--- src/rtl/ultrasonic_scan_scheduler.sv ---
// rtl/ultrasonic_scan_scheduler.sv - round-robin scheduler sharing one ranging engine among HC-SR04 sensors
// Triggers each enabled sensor in turn, times its echo in us and publishes a tagged distance in cm.
module ultrasonic_scan_scheduler #(
  parameter int N_SENSORS  = 4,
  parameter int CLK_PER_US = 100,
  parameter int TRIG_US    = 10,
  parameter int TIMEOUT_US = 30000,
  parameter int HOLDOFF_US = 10000,
  parameter int US_PER_CM  = 58,
  localparam int IW = (N_SENSORS > 1) ? $clog2(N_SENSORS) : 1
) (
  input  logic                 clk_100MHz,
  input  logic                 reset,
  input  logic                 enable,
  input  logic [N_SENSORS-1:0] sensor_mask,
  input  logic [N_SENSORS-1:0] echo_in,
  output logic [N_SENSORS-1:0] trig_out,
  output logic                 dist_valid,
  output logic [IW-1:0]        dist_sensor_id,
  output logic [10:0]          dist_cm,
  output logic                 timeout_flag,
  output logic                 busy
);

  localparam int PSW = (CLK_PER_US > 1) ? $clog2(CLK_PER_US) : 1;
  localparam int CMW = (US_PER_CM > 1) ? $clog2(US_PER_CM) : 1;
  localparam logic [PSW-1:0] PS_LAST   = PSW'(CLK_PER_US - 1);
  localparam logic [CMW-1:0] CM_LAST   = CMW'(US_PER_CM - 1);
  localparam logic [15:0]    TRIG_LAST = 16'(TRIG_US - 1);
  localparam logic [15:0]    TO_LAST   = 16'(TIMEOUT_US - 1);
  localparam logic [15:0]    HO_LAST   = 16'(HOLDOFF_US - 1);
  localparam logic [10:0]    CM_MAX    = 11'h7FE;
  localparam logic [10:0]    CM_NONE   = 11'h7FF;

  typedef enum logic [2:0] {
    S_IDLE, S_SELECT, S_TRIG, S_WAIT_RISE, S_MEASURE, S_DONE, S_HOLDOFF
  } state_t;

  state_t state, next_state;

  logic [IW-1:0]        pointer, sel_ptr, sel_idx, ptr_next;
  logic                 sel_found;
  logic [N_SENSORS-1:0] echo_meta, echo_sync;
  logic                 echo_cur, seen_low, rise, fall;
  logic                 timed_out, to_next;
  logic [PSW-1:0]       presc;
  logic [15:0]          us_cnt;
  logic [CMW-1:0]       cm_sub;
  logic [10:0]          cm_cnt;
  logic                 us_tick, state_change;

  assign echo_cur     = echo_sync[pointer];
  assign rise         = seen_low & echo_cur;
  assign fall         = ~echo_cur;
  assign us_tick      = (presc == PS_LAST);
  assign state_change = (next_state != state);
  assign busy         = (state != S_IDLE);

  // Next set mask bit strictly after the pointer, wrapping; a lone bit reselects itself.
  always_comb begin
    sel_ptr   = pointer;
    sel_idx   = '0;
    sel_found = 1'b0;
    for (int i = 1; i <= N_SENSORS; i++) begin
      sel_idx = IW'((int'(pointer) + i) % N_SENSORS);
      if (!sel_found && sensor_mask[sel_idx]) begin
        sel_ptr   = sel_idx;
        sel_found = 1'b1;
      end
    end
  end

  always_comb begin
    next_state = state;
    to_next    = 1'b0;
    unique case (state)
      S_IDLE:      if (enable && (sensor_mask != '0)) next_state = S_SELECT;
      S_SELECT:    next_state = sel_found ? S_TRIG : S_IDLE;
      S_TRIG:      if (us_tick && us_cnt == TRIG_LAST) next_state = S_WAIT_RISE;
      S_WAIT_RISE: begin
        if (rise) next_state = S_MEASURE;
        else if (us_tick && us_cnt == TO_LAST) begin
          next_state = S_DONE;
          to_next    = 1'b1;
        end
      end
      S_MEASURE: begin
        // A falling edge outranks a timeout landing in the same cycle.
        if (fall) next_state = S_DONE;
        else if (us_tick && us_cnt == TO_LAST) begin
          next_state = S_DONE;
          to_next    = 1'b1;
        end
      end
      S_DONE:      next_state = S_HOLDOFF;
      S_HOLDOFF:   if (us_tick && us_cnt == HO_LAST) next_state = enable ? S_SELECT : S_IDLE;
      default:     next_state = S_IDLE;
    endcase
  end

  assign ptr_next = (state == S_SELECT && sel_found) ? sel_ptr : pointer;

  always_ff @(posedge clk_100MHz or posedge reset) begin
    if (reset) begin
      state     <= S_IDLE;
      pointer   <= IW'(N_SENSORS - 1);
      echo_meta <= '0;
      echo_sync <= '0;
    end else begin
      state     <= next_state;
      pointer   <= ptr_next;
      echo_meta <= echo_in;
      echo_sync <= echo_meta;
    end
  end

  // Shared microsecond time base, restarted on every state entry.
  always_ff @(posedge clk_100MHz or posedge reset) begin
    if (reset) begin
      presc     <= '0;
      us_cnt    <= '0;
      cm_sub    <= '0;
      cm_cnt    <= '0;
      seen_low  <= 1'b0;
      timed_out <= 1'b0;
    end else begin
      if (state_change) begin
        presc  <= '0;
        us_cnt <= '0;
      end else if (us_tick) begin
        presc  <= '0;
        us_cnt <= us_cnt + 16'd1;
      end else begin
        presc  <= presc + PSW'(1);
      end

      if (state != S_MEASURE && next_state == S_MEASURE) begin
        cm_sub <= '0;
        cm_cnt <= '0;
      end else if (state == S_MEASURE && us_tick) begin
        if (cm_sub == CM_LAST) begin
          cm_sub <= '0;
          if (cm_cnt != CM_MAX) cm_cnt <= cm_cnt + 11'd1;
        end else begin
          cm_sub <= cm_sub + CMW'(1);
        end
      end

      // An echo already high on entry must go low before a rise counts.
      if (state_change) seen_low <= 1'b0;
      else if (state == S_WAIT_RISE && !echo_cur) seen_low <= 1'b1;

      if (state_change && next_state == S_DONE) timed_out <= to_next;
    end
  end

  always_ff @(posedge clk_100MHz or posedge reset) begin
    if (reset) begin
      trig_out       <= '0;
      dist_valid     <= 1'b0;
      dist_sensor_id <= '0;
      dist_cm        <= '0;
      timeout_flag   <= 1'b0;
    end else begin
      trig_out   <= (next_state == S_TRIG) ? (N_SENSORS'(1) << ptr_next) : '0;
      dist_valid <= (state == S_DONE);
      if (state == S_DONE) begin
        dist_sensor_id <= pointer;
        dist_cm        <= timed_out ? CM_NONE : cm_cnt;
        timeout_flag   <= timed_out;
      end
    end
  end

endmodule

--- config.mk ---
export PLATFORM = sky130hd
export DESIGN_NAME = ultrasonic_scan_scheduler
export DESIGN_NICKNAME = d
export VERILOG_FILES = /design/src/rtl/ultrasonic_scan_scheduler.sv
export SDC_FILE = /design/constraint.sdc
export NUM_CORES = 1
export LEC_CHECK = 0
export ABC_AREA = 1
export CORE_ASPECT_RATIO = 0.6
export CORE_MARGIN = 1.5
export CORE_UTILIZATION = 38
export CTS_BUF_LIST = sky130_fd_sc_hd__clkbuf_4 sky130_fd_sc_hd__clkbuf_8 sky130_fd_sc_hd__clkbuf_16
export CTS_CLUSTER_DIAMETER = 120
export DETAILED_ROUTE_END_ITERATION = 6
export SYNTH_ARGS = -nofsm -noshare
export SYNTH_HDL_FRONTEND = slang
export SYNTH_SLANG_ARGS = --single-unit
--- constraint.sdc ---
create_clock -name clk_100MHz -period 6.6 [get_ports clk_100MHz]
set_input_delay 1.32 -clock clk_100MHz [delete_from_list [all_inputs] [get_ports clk_100MHz]]
set_output_delay 1.32 -clock clk_100MHz [all_outputs]
set_load 0.02 [all_outputs]
==> run summary, run 1 <==
Resize count post-CTS - 0
net count after synthesis - 512
buffer cell driving the clock tree root - sky130_fd_sc_hd__clkbuf_16
tightest slew margin relative to the limit - 39.1%
area of the mapped netlist - 4080 um2
row cnt - 29
share of the synthesized netlist area taken by xor and xnor gates - 4.08%
CTS Sinks - 74
number of input and output port buffers inserted - 30
initial core utilization - 38.8%
synthesized-area fraction occupied by adder cells - 2.15%
highest-count cells in the layout ignoring fill and taps - 103 x sky130_fd_sc_hd__nand2_1, 72 x sky130_fd_sc_hd__dfrtp_1, 62 x sky130_fd_sc_hd__inv_1
net switching power of the design - 688 uW
sum of routed wire length over all layers - 8270 um
total overflow reported by the global router - 0
Logic pwr share - 36.7%
clock group share of total power - 29.4%
Post-Synth Simple-Gate Area - 33.0%
Setup crit end kind - output pin
Tcrit/Tclk final - 46.2%
Synth cell types - 40
antenna diode count - 0
count of nets after finishing - 548
clock insertion delay at the later pin of the skew report - 340 ps
Max clock buf depth - 2
hold crit path type - reg -> reg
count of boundary I/O pins - 31
die area - 11,400 um2
most frequent standard cell in the layout excluding fill and tap cells - sky130_fd_sc_hd__nand2_1
total routing usage reported by global routing - 16.1%
Syn. warnings - 0
achievable frequency - 328 MHz
Required @ worst endpoint - 5280 ps
worst slack, placed - 3400 ps
count of antenna-violating nets left after detailed routing - 0
gate count of the mapped netlist - 494
DRC errors left - 0
post-route minimum period - 3050 ps
Routability Congestion - 0.817
die boundary height - 83.3 um
average wire per cell in the routed design - 12.3 um
layout-stage area growth over the synthesis result - 18.4%
element type at the critical path start - flip-flop
core box area - 10,500 um2
initial antenna violation count - 0
RSZ-0062 raised after global routing - no
count of hold-fix buffers inserted at cts - 0
internal power - 1130 uW
Max H-tree Level - 3
leakage power of the design - 0.00227 uW
setup bufs post-CTS - 0
Data arrival, critical path - 1730 ps
Die X-Extent - 137 um
complex-gate fraction of the synthesized area - 7.02%
net switching fraction of the power - 37.9%
routed vias - 3,199
setup skew after layout - 8.59 ps
Reg power frac - 33.8%
post-detailed-placement half-perimeter wirelength - 5950 um
largest net degree at the start of global routing - 75
final-report max-slew violation count - 0
Synth Area per Inst - 8.26 um2
number of design-rule violations left by the first detailed-router iteration - 162
critical setup path kind - reg -> out
sequential area share after synthesis - 45.5%
count of final setup violators - 0
portion of netlist area occupied by mux cells - 0%
final hold violation count - 0
biggest fanout along the worst timing path - 8
prevailing post-synth register cell - sky130_fd_sc_hd__dfrtp_1
transition time at the pin with the least slew margin - 914 ps
setup tns final - 0 ps
register bit count reported by yosys - 74
global-route wire length before repair - 14,200 um
power density over cell area - 376 nW/um2
combinational family with the most area after synthesis - simple AND/OR/NAND/NOR gates
result of the run - complete, no violations
share of layout cells above drive strength 1 - 16.3%
CTS tree - built
setup slack after layout - 3550 ps
max cap viols - 0
number of enable-type register cells in the synthesized netlist - 0
clock transition at the register clock pins on the worst setup and hold paths after CTS - 60 ps
1st-pass router iterations - 5
maximum vdd drop - 0.000196 V
detailed-route vias per instance - 4.75
via count of the first global-routing pass - 2,935
number of clock buffers inserted by TritonCTS - 9
share of synthesized flip-flops with an asynchronous set or reset - 100%
-- final cells by class --
class | instances | area (um2)
multi-input combinational | 341 | 1890
sequential | 74 | 1850
inverter | 72 | 272
clock buffer | 10 | 239
tap | 139 | 174
fill | 1015 | 5690
clock inverter | 6 | 88.8
timing repair buffer | 32 | 315
-- sequential cells by signal, summed over array words and instances, names as in the netlist, 2 cells and up --
name            count
cm_sub              6
presc               7
dist_cm            11
echo_sync           4
state               3
cm_cnt             11
trig_out            4
us_cnt             16
echo_meta           4
pointer             2
dist_sensor_id      2
-- path summary, 6_finish.rpt --
check / from / end / slack (ps) / depth (start not counted)
setup / recovery: state[1]$_DFF_PP0_ / busy / 3550 / 3
hold / removal: echo_meta[3]$_DFF_PP0_ / echo_sync[3]$_DFF_PP0_ / 350 / 0
setup reg to reg: pointer[0]$_DFF_PP1_ / us_cnt[14]$_DFFE_PP0P_ / 4400 / 13
hold reg to reg: echo_meta[3]$_DFF_PP0_ / echo_sync[3]$_DFF_PP0_ / 350 / 0
max in group asynchronous: reset / echo_sync[3]$_DFF_PP0_ / 4430 / 3
min in group asynchronous: reset / cm_sub[0]$_DFFE_PP0P_ / 1570 / 3
-- cells by family after synthesis --
kind of cell             after synthesis
AND/OR/NAND/NOR                      273
adder cells (fa/ha/maj)                7
buffers and inverters                 79
AO/OA/AOI/OAI                         42
flip-flops                            74
XOR/XNOR                              19
-- critical path, cell delays in order (launching register included) --
cell and delay (ps):
sky130_fd_sc_hd__dfrtp_1 470, sky130_fd_sc_hd__nor3_1 290, sky130_fd_sc_hd__inv_1 70, sky130_fd_sc_hd__clkdlybuf4s50_1 550
-- synth_stat cells, types with 2 or more instances --
library cell                count  share of area, %
sky130_fd_sc_hd__nand2_1      103               9.5
sky130_fd_sc_hd__a21oi_2        2              0.43
sky130_fd_sc_hd__inv_1         63               5.8
sky130_fd_sc_hd__or2_2          2              0.31
sky130_fd_sc_hd__a2bb2oi_1     10               2.1
sky130_fd_sc_hd__xor2_1        17               3.7
sky130_fd_sc_hd__buf_2          3              0.37
sky130_fd_sc_hd__dfstp_2        2               1.3
sky130_fd_sc_hd__nor3_1        11               1.3
sky130_fd_sc_hd__nor2_2        24               3.7
sky130_fd_sc_hd__nand3_2        4              0.98
sky130_fd_sc_hd__nand4_1       10               1.5
sky130_fd_sc_hd__o21ai_0       17               2.1
sky130_fd_sc_hd__buf_8          2              0.74
sky130_fd_sc_hd__o21ai_1        2              0.25
sky130_fd_sc_hd__nor2_1        47               4.3
sky130_fd_sc_hd__ha_1           7               2.1
sky130_fd_sc_hd__nand2_2       14               2.1
sky130_fd_sc_hd__inv_2          7              0.64
sky130_fd_sc_hd__nor3_2         2              0.49
sky130_fd_sc_hd__a21oi_1        4              0.49
sky130_fd_sc_hd__nor2_4         4               1.1
sky130_fd_sc_hd__dfrtp_1       72                44
sky130_fd_sc_hd__xnor2_1        2              0.43
sky130_fd_sc_hd__nand3_1       44               5.4
sky130_fd_sc_hd__buf_6          2              0.55
sky130_fd_sc_hd__nand3b_1       4              0.74
-- stage by stage --
stage / cells / utilization [%] / total power [uW] / area, um2 / hold slack, ps
detailed placement: 658 / 42.8 / 1290 / 4500 / 335
global route: 674 / 45.9 / 1940 / 4830 / 353
CTS: 674 / 45.9 / 1830 / 4830 / 350
global placement: 658 / 42.8 / 1280 / 4500 / 332
finish: 674 / 45.9 / 1820 / 4830 / 348
floorplan: 494 / - / 1120 / 4080 / 331
-- power by group through the flow --
stage	Combinational (uW)	Clock (uW)	Sequential (uW)
finish	667	534	615
global route	741	570	625
CTS	671	550	613
detailed placement	671	0	618
global placement	658	0	617
floorplan	472	0	650
-- layer usage --
layer / vias to the layer above / global-route usage (%) / wire length (um)
li1: 1646 / - / -
met2: 88 / 20.0 / 3020
met3: 12 / 4.95 / 479
met1: 1453 / 25.4 / 4620
met4: 0 / 5.71 / 144
met5: - / 0 / 0
(Power assumes the default switching activity.)
==> inputs of run 2 (changes only) <==
Clock period 6.6 ns to 2.8 ns, I/O delays scaled along.
==> run summary, run 2 (synthesis results as in run 1) <==
reg-to-reg critical path startpoint - presc[0]$_DFF_PP0_
Resize count post-CTS - 0
transition time at the pin with the least slew margin - 492 ps
count of hold-fix buffers inserted at cts - 0
RSZ-0062 raised after global routing - no
leakage power of the design - 0.00227 uW
die boundary height - 83.3 um
post-route minimum period - 2240 ps
terminating pin of the worst hold path - echo_sync[1]$_DFF_PP0_
detailed-route vias per instance - 4.71
Max H-tree Level - 3
result of the run - complete, no violations
clock insertion delay at the later pin of the skew report - 340 ps
top cell family by delay on the critical path - buffers and inverters
final hold violation count - 0
Largest register FFs - 16
routed vias - 3,184
Hold Startpoint - echo_meta[1]$_DFF_PP0_
average wire per cell in the routed design - 12.3 um
CTS tree - built
library cell contributing the largest single delay on the critical path - sky130_fd_sc_hd__clkdlybuf4s50_1
initial antenna violation count - 0
global-route wire length before repair - 14,600 um
layout-stage area growth over the synthesis result - 17.9%
DRC errors left - 0
setup bufs post-CTS - 0
setup slack after layout - 558 ps
non-filler instance count after layout - 676
startpoint of the most critical setup path - state[1]$_DFF_PP0_
die area - 11,400 um2
tightest slew margin relative to the limit - 66.8%
worst slack, placed - 384 ps
row cnt - 29
number of cells in the design after placement - 660
max cap viols - 0
register name with the most flops - us_cnt
number of cells on the worst reg-to-reg path - 10
clock transition at the register clock pins on the worst setup and hold paths after CTS - 60 ps
registers with the most flip-flops - us_cnt: 16 flops, cm_cnt: 11 flops, dist_cm: 11 flops
Routability Congestion - 0.813
capturing point of the worst reg2reg path - us_cnt[14]$_DFFE_PP0P_
via count of the first global-routing pass - 3,043
count of boundary I/O pins - 31
hold crit path type - reg -> reg
total routing usage reported by global routing - 16.3%
core box area - 10,500 um2
Tcrit/Tclk final - 80.1%
setup tns final - 0 ps
power density over cell area - 862 nW/um2
maximum vdd drop - 0.000500 V
final-report max-slew violation count - 0
share of layout cells above drive strength 1 - 16.6%
Data arrival, critical path - 1680 ps
count of final setup violators - 0
number of clock buffers inserted by TritonCTS - 9
post-detailed-placement half-perimeter wirelength - 6170 um
list of cells traversed by the critical path - nor3_1 > inv_1 > clkdlybuf4s50_1
Required @ worst endpoint - 2240 ps
CTS Sinks - 74
hold-critical path depth - 0
critical path buffer and inverter count - 2
most frequent standard cell in the layout excluding fill and tap cells - sky130_fd_sc_hd__nand2_1
Max clock buf depth - 2
Die X-Extent - 137 um
total overflow reported by the global router - 0
delay of the slowest cell on the worst path - 530 ps
overall power - 4150 uW
initial core utilization - 38.8%
buffer cell driving the clock tree root - sky130_fd_sc_hd__clkbuf_16
count of nets after finishing - 550
Setup crit end kind - output pin
count of antenna-violating nets left after detailed routing - 0
Reg2Reg Setup Slack - 610 ps
setup skew after layout - 8.16 ps
largest net degree at the start of global routing - 33
critical setup path kind - reg -> out
number of input and output port buffers inserted - 30
biggest fanout along the worst timing path - 8
number of design-rule violations left by the first detailed-router iteration - 184
achievable frequency - 446 MHz
antenna diode count - 0
sum of routed wire length over all layers - 8340 um
highest-count cells in the layout ignoring fill and taps - 103 x sky130_fd_sc_hd__nand2_1, 72 x sky130_fd_sc_hd__dfrtp_1, 62 x sky130_fd_sc_hd__inv_1
1st-pass router iterations - 5
element type at the critical path start - flip-flop
[run 2: cell types whose count changed in the layout (fill, tap and decap cells not counted)]
| cell | previous run | this run |
|---|---|---|
| sky130_fd_sc_hd__bufinv_16 | 2 | 1 |
| sky130_fd_sc_hd__clkbuf_8 | 1 | 0 |
| sky130_fd_sc_hd__inv_6 | 1 | 0 |
| sky130_fd_sc_hd__buf_4 | 2 | 4 |
| sky130_fd_sc_hd__clkinv_2 | 2 | 4 |
| sky130_fd_sc_hd__clkinvlp_4 | 2 | 1 |
| sky130_fd_sc_hd__clkinv_4 | 0 | 2 |
[run 2: layer usage]
metal  routed length, um  global-route usage (%)  share of wire [%]
met4                 119                    6.19                1.4
met5                   0                       0                  0
met3                 363                    4.09                4.4
met2                3240                    22.0                 39
met1                4610                    24.7                 55
[run 2: layout make-up]
cell class,count,area [um2]
sequential,74,1850
inverter,72,272
timing repair buffer,34,330
tap,139,174
multi-input combinational,341,1890
clock buffer,9,225
clock inverter,7,70.1
fill,1021,5710
[run 2: where the power goes]
group | internal (uW) | switching, uW | total (uW)
clock network | 687 | 444 | 1130
registers | 1270 | 174 | 1440
logic | 585 | 986 | 1570
total | 2540 | 1600 | 4150
[run 2: metrics by stage]
step	cell area (um2)	hold slack (ps)	util (%)
floorplan	4080	331	-
finish	4810	346	45.7
CTS	4810	348	45.7
detailed placement	4520	335	42.9
global placement	4520	332	42.9
global route	4810	364	45.7
[run 2: how the worst max path moves through the flow]
stage | endpoint | slack, ps | cells after the start
floorplan | cm_cnt[0]$_DFFE_PP0P_ | 360 | 1
global placement | trig_out[2]$_DFF_PP0_ | 450 | 13
detailed placement | trig_out[2]$_DFF_PP0_ | 380 | 13
CTS | busy | 540 | 3
global route | us_cnt[14]$_DFFE_PP0P_ | 410 | 10
finish | busy | 560 | 3
==> inputs of run 3 (changes only) <==
Clock period 2.8 ns to 1.9 ns, I/O delays scaled along.
==> run summary, run 3 (synthesis results as in run 1) <==
layout-stage area growth over the synthesis result - 36.5%
largest net degree at the start of global routing - 75
detailed-routed wire length on met2 - 4000 um
list of cells traversed by the critical path - ha_2 > inv_2 > nor2_4 > nand3b_4 > nor2_4 > nand2_2 > a21oi_4 > nand4_1 > nand2_4 > clkbuf_16 > nor2_2
net switching power of the design - 2800 uW
maximum vdd drop - 0.000717 V
number of input and output port buffers inserted - 30
delay of the slowest cell on the worst path - 350 ps
Die X-Extent - 137 um
number of design-rule violations left by the first detailed-router iteration - 172
element type at the critical path start - flip-flop
Routability Congestion - 0.864
clock group share of total power - 24.3%
detailed-route vias per instance - 4.75
transition time at the pin with the least slew margin - 434 ps
setup skew after layout - 5.22 ps
post-layout instance area - 5570 um2
result of the run - complete, but fails checks
Setup crit end kind - flip-flop
post-route minimum period - 1970 ps
1st-pass router iterations - 4
count of antenna-violating nets left after detailed routing - 0
Max clock buf depth - 2
count of boundary I/O pins - 31
CTS tree - built
registers with the most flip-flops - us_cnt: 16 flops, cm_cnt: 11 flops, dist_cm: 11 flops
Logic pwr share - 47.2%
average wire per cell in the routed design - 12.9 um
die area - 11,400 um2
Reg power frac - 28.5%
count of nets after finishing - 602
post-detailed-placement half-perimeter wirelength - 6260 um
total overflow reported by the global router - 0
Tcrit/Tclk final - 104%
critical path buffer and inverter count - 2
setup tns final - -1210 ps
power density over cell area - 1340 nW/um2
top cell family by delay on the critical path - simple AND/OR/NAND/NOR gates
via count of the first global-routing pass - 3,198
count of hold-fix buffers inserted at cts - 0
library cell contributing the largest single delay on the critical path - sky130_fd_sc_hd__dfrtp_1
leakage power of the design - 0.00264 uW
post-layout utilization of the core - 52.9%
clock insertion delay at the later pin of the skew report - 340 ps
count of final setup violators - 26
most frequent standard cell in the layout excluding fill and tap cells - sky130_fd_sc_hd__nand2_1
buffer cell driving the clock tree root - sky130_fd_sc_hd__clkbuf_16
DRC errors left - 0
setup slack after layout - -68.9 ps
biggest fanout along the worst timing path - 5
antenna diode count - 0
Data arrival, critical path - 2200 ps
instance area at placement - 4820 um2
failing checks - setup timing
Required @ worst endpoint - 2130 ps
top layer reached by signal wires - met4
routed vias - 3,459
CTS Sinks - 74
final-report max-slew violation count - 0
internal power - 4630 uW
Largest register FFs - 16
initial core utilization - 38.8%
worst slack, placed - -155 ps
number of clock buffers inserted by TritonCTS - 9
Detail Route met3 WL - 447 um
global-route wire length before repair - 15,000 um
RSZ-0062 raised after global routing - yes
total routing usage reported by global routing - 16.7%
core box area - 10,500 um2
achievable frequency - 508 MHz
final hold violation count - 0
routed length on met1 - 4850 um
Max H-tree Level - 3
Worst path most repeated cell - sky130_fd_sc_hd__nor2_4
clock transition at the register clock pins on the worst setup and hold paths after CTS - 60 ps
hold crit path type - reg -> reg
share of layout cells above drive strength 1 - 30.2%
sum of routed wire length over all layers - 9410 um
net switching fraction of the power - 37.7%
max cap viols - 0
critical setup path kind - reg -> reg
initial antenna violation count - 0
row cnt - 29
register name with the most flops - us_cnt
tightest slew margin relative to the limit - 71.0%
highest-count cells in the layout ignoring fill and taps - 88 x sky130_fd_sc_hd__nand2_1, 72 x sky130_fd_sc_hd__dfrtp_1, 59 x sky130_fd_sc_hd__inv_1
die boundary height - 83.3 um
run 3: changes by cell type in the layout (fill, tap and decap cells not counted), moves of 3 or more:
cell / delta
sky130_fd_sc_hd__buf_4: +40
sky130_fd_sc_hd__nand2_1: -15
sky130_fd_sc_hd__nand2_4: +10
sky130_fd_sc_hd__nor2_4: +7
sky130_fd_sc_hd__nor2_1: -6
sky130_fd_sc_hd__buf_12: +5
sky130_fd_sc_hd__nand2_2: +5
sky130_fd_sc_hd__nand3_1: -5
sky130_fd_sc_hd__nand3_2: +4
sky130_fd_sc_hd__o21ai_2: +4
sky130_fd_sc_hd__buf_6: +3
sky130_fd_sc_hd__inv_1: -3
sky130_fd_sc_hd__o21ai_0: -3
run 3: area by class of cell:
class                   instances  area (um2)
fillers                       961        4950
multi-input cells             342        2120
flip-flops and latches         74        1850
repair buffers                 84         813
inverters                      72         282
clock buffers                  10         239
well taps                     139         174
clock inverters                 6        80.1
repair inverters                1        5.00
run 3: worst paths after layout:
check | slack [ps] | end | cells after the start | from
setup / recovery | -70 | us_cnt[6]$_DFFE_PP0P_ | 11 | presc[0]$_DFF_PP0_
hold / removal | 350 | echo_sync[3]$_DFF_PP0_ | 0 | echo_meta[3]$_DFF_PP0_
setup reg to reg | -70 | us_cnt[6]$_DFFE_PP0P_ | 11 | presc[0]$_DFF_PP0_
hold reg to reg | 350 | echo_sync[3]$_DFF_PP0_ | 0 | echo_meta[3]$_DFF_PP0_
max in group asynchronous | 1080 | echo_sync[3]$_DFF_PP0_ | 3 | reset
min in group asynchronous | 490 | dist_sensor_id[1]$_DFFE_PP0P_ | 3 | reset
run 3: power groups by stage:
stage	Sequential, uW	Clock, uW	Combinational, uW
2_1_floorplan	2260	0	1640
3_3_place_gp	2130	0	2710
3_5_place_dp	2130	0	2740
4_1_cts	2110	1860	2810
5_1_grt	2160	1930	3800
6_report	2120	1810	3510
run 3: metal layers:
layer  GRT usage [%]  vias to the layer above
met1            25.6                     1625
met4            4.84                        0
met2            22.8                       54
met5               0                        -
met3            4.58                       16
li1                -                     1764
run 3: stage by stage:
stage	hold WS, ps	cells	total power [uW]
finish	345	728	7440
global route	357	728	7880
CTS	349	711	6780
detailed placement	337	693	4870
global placement	333	693	4830
floorplan	331	494	3900
run 3: timing repair:
| item | 4_1_cts | 5_1_grt |
|---|---|---|
| gates cloned | 0 | 4 |
| setup buffers | 2 | 13 |
| setup endpoints to repair | 30 | 57 |
| pin swaps | 2 | 25 |
| resized for setup | 7 | 62 |
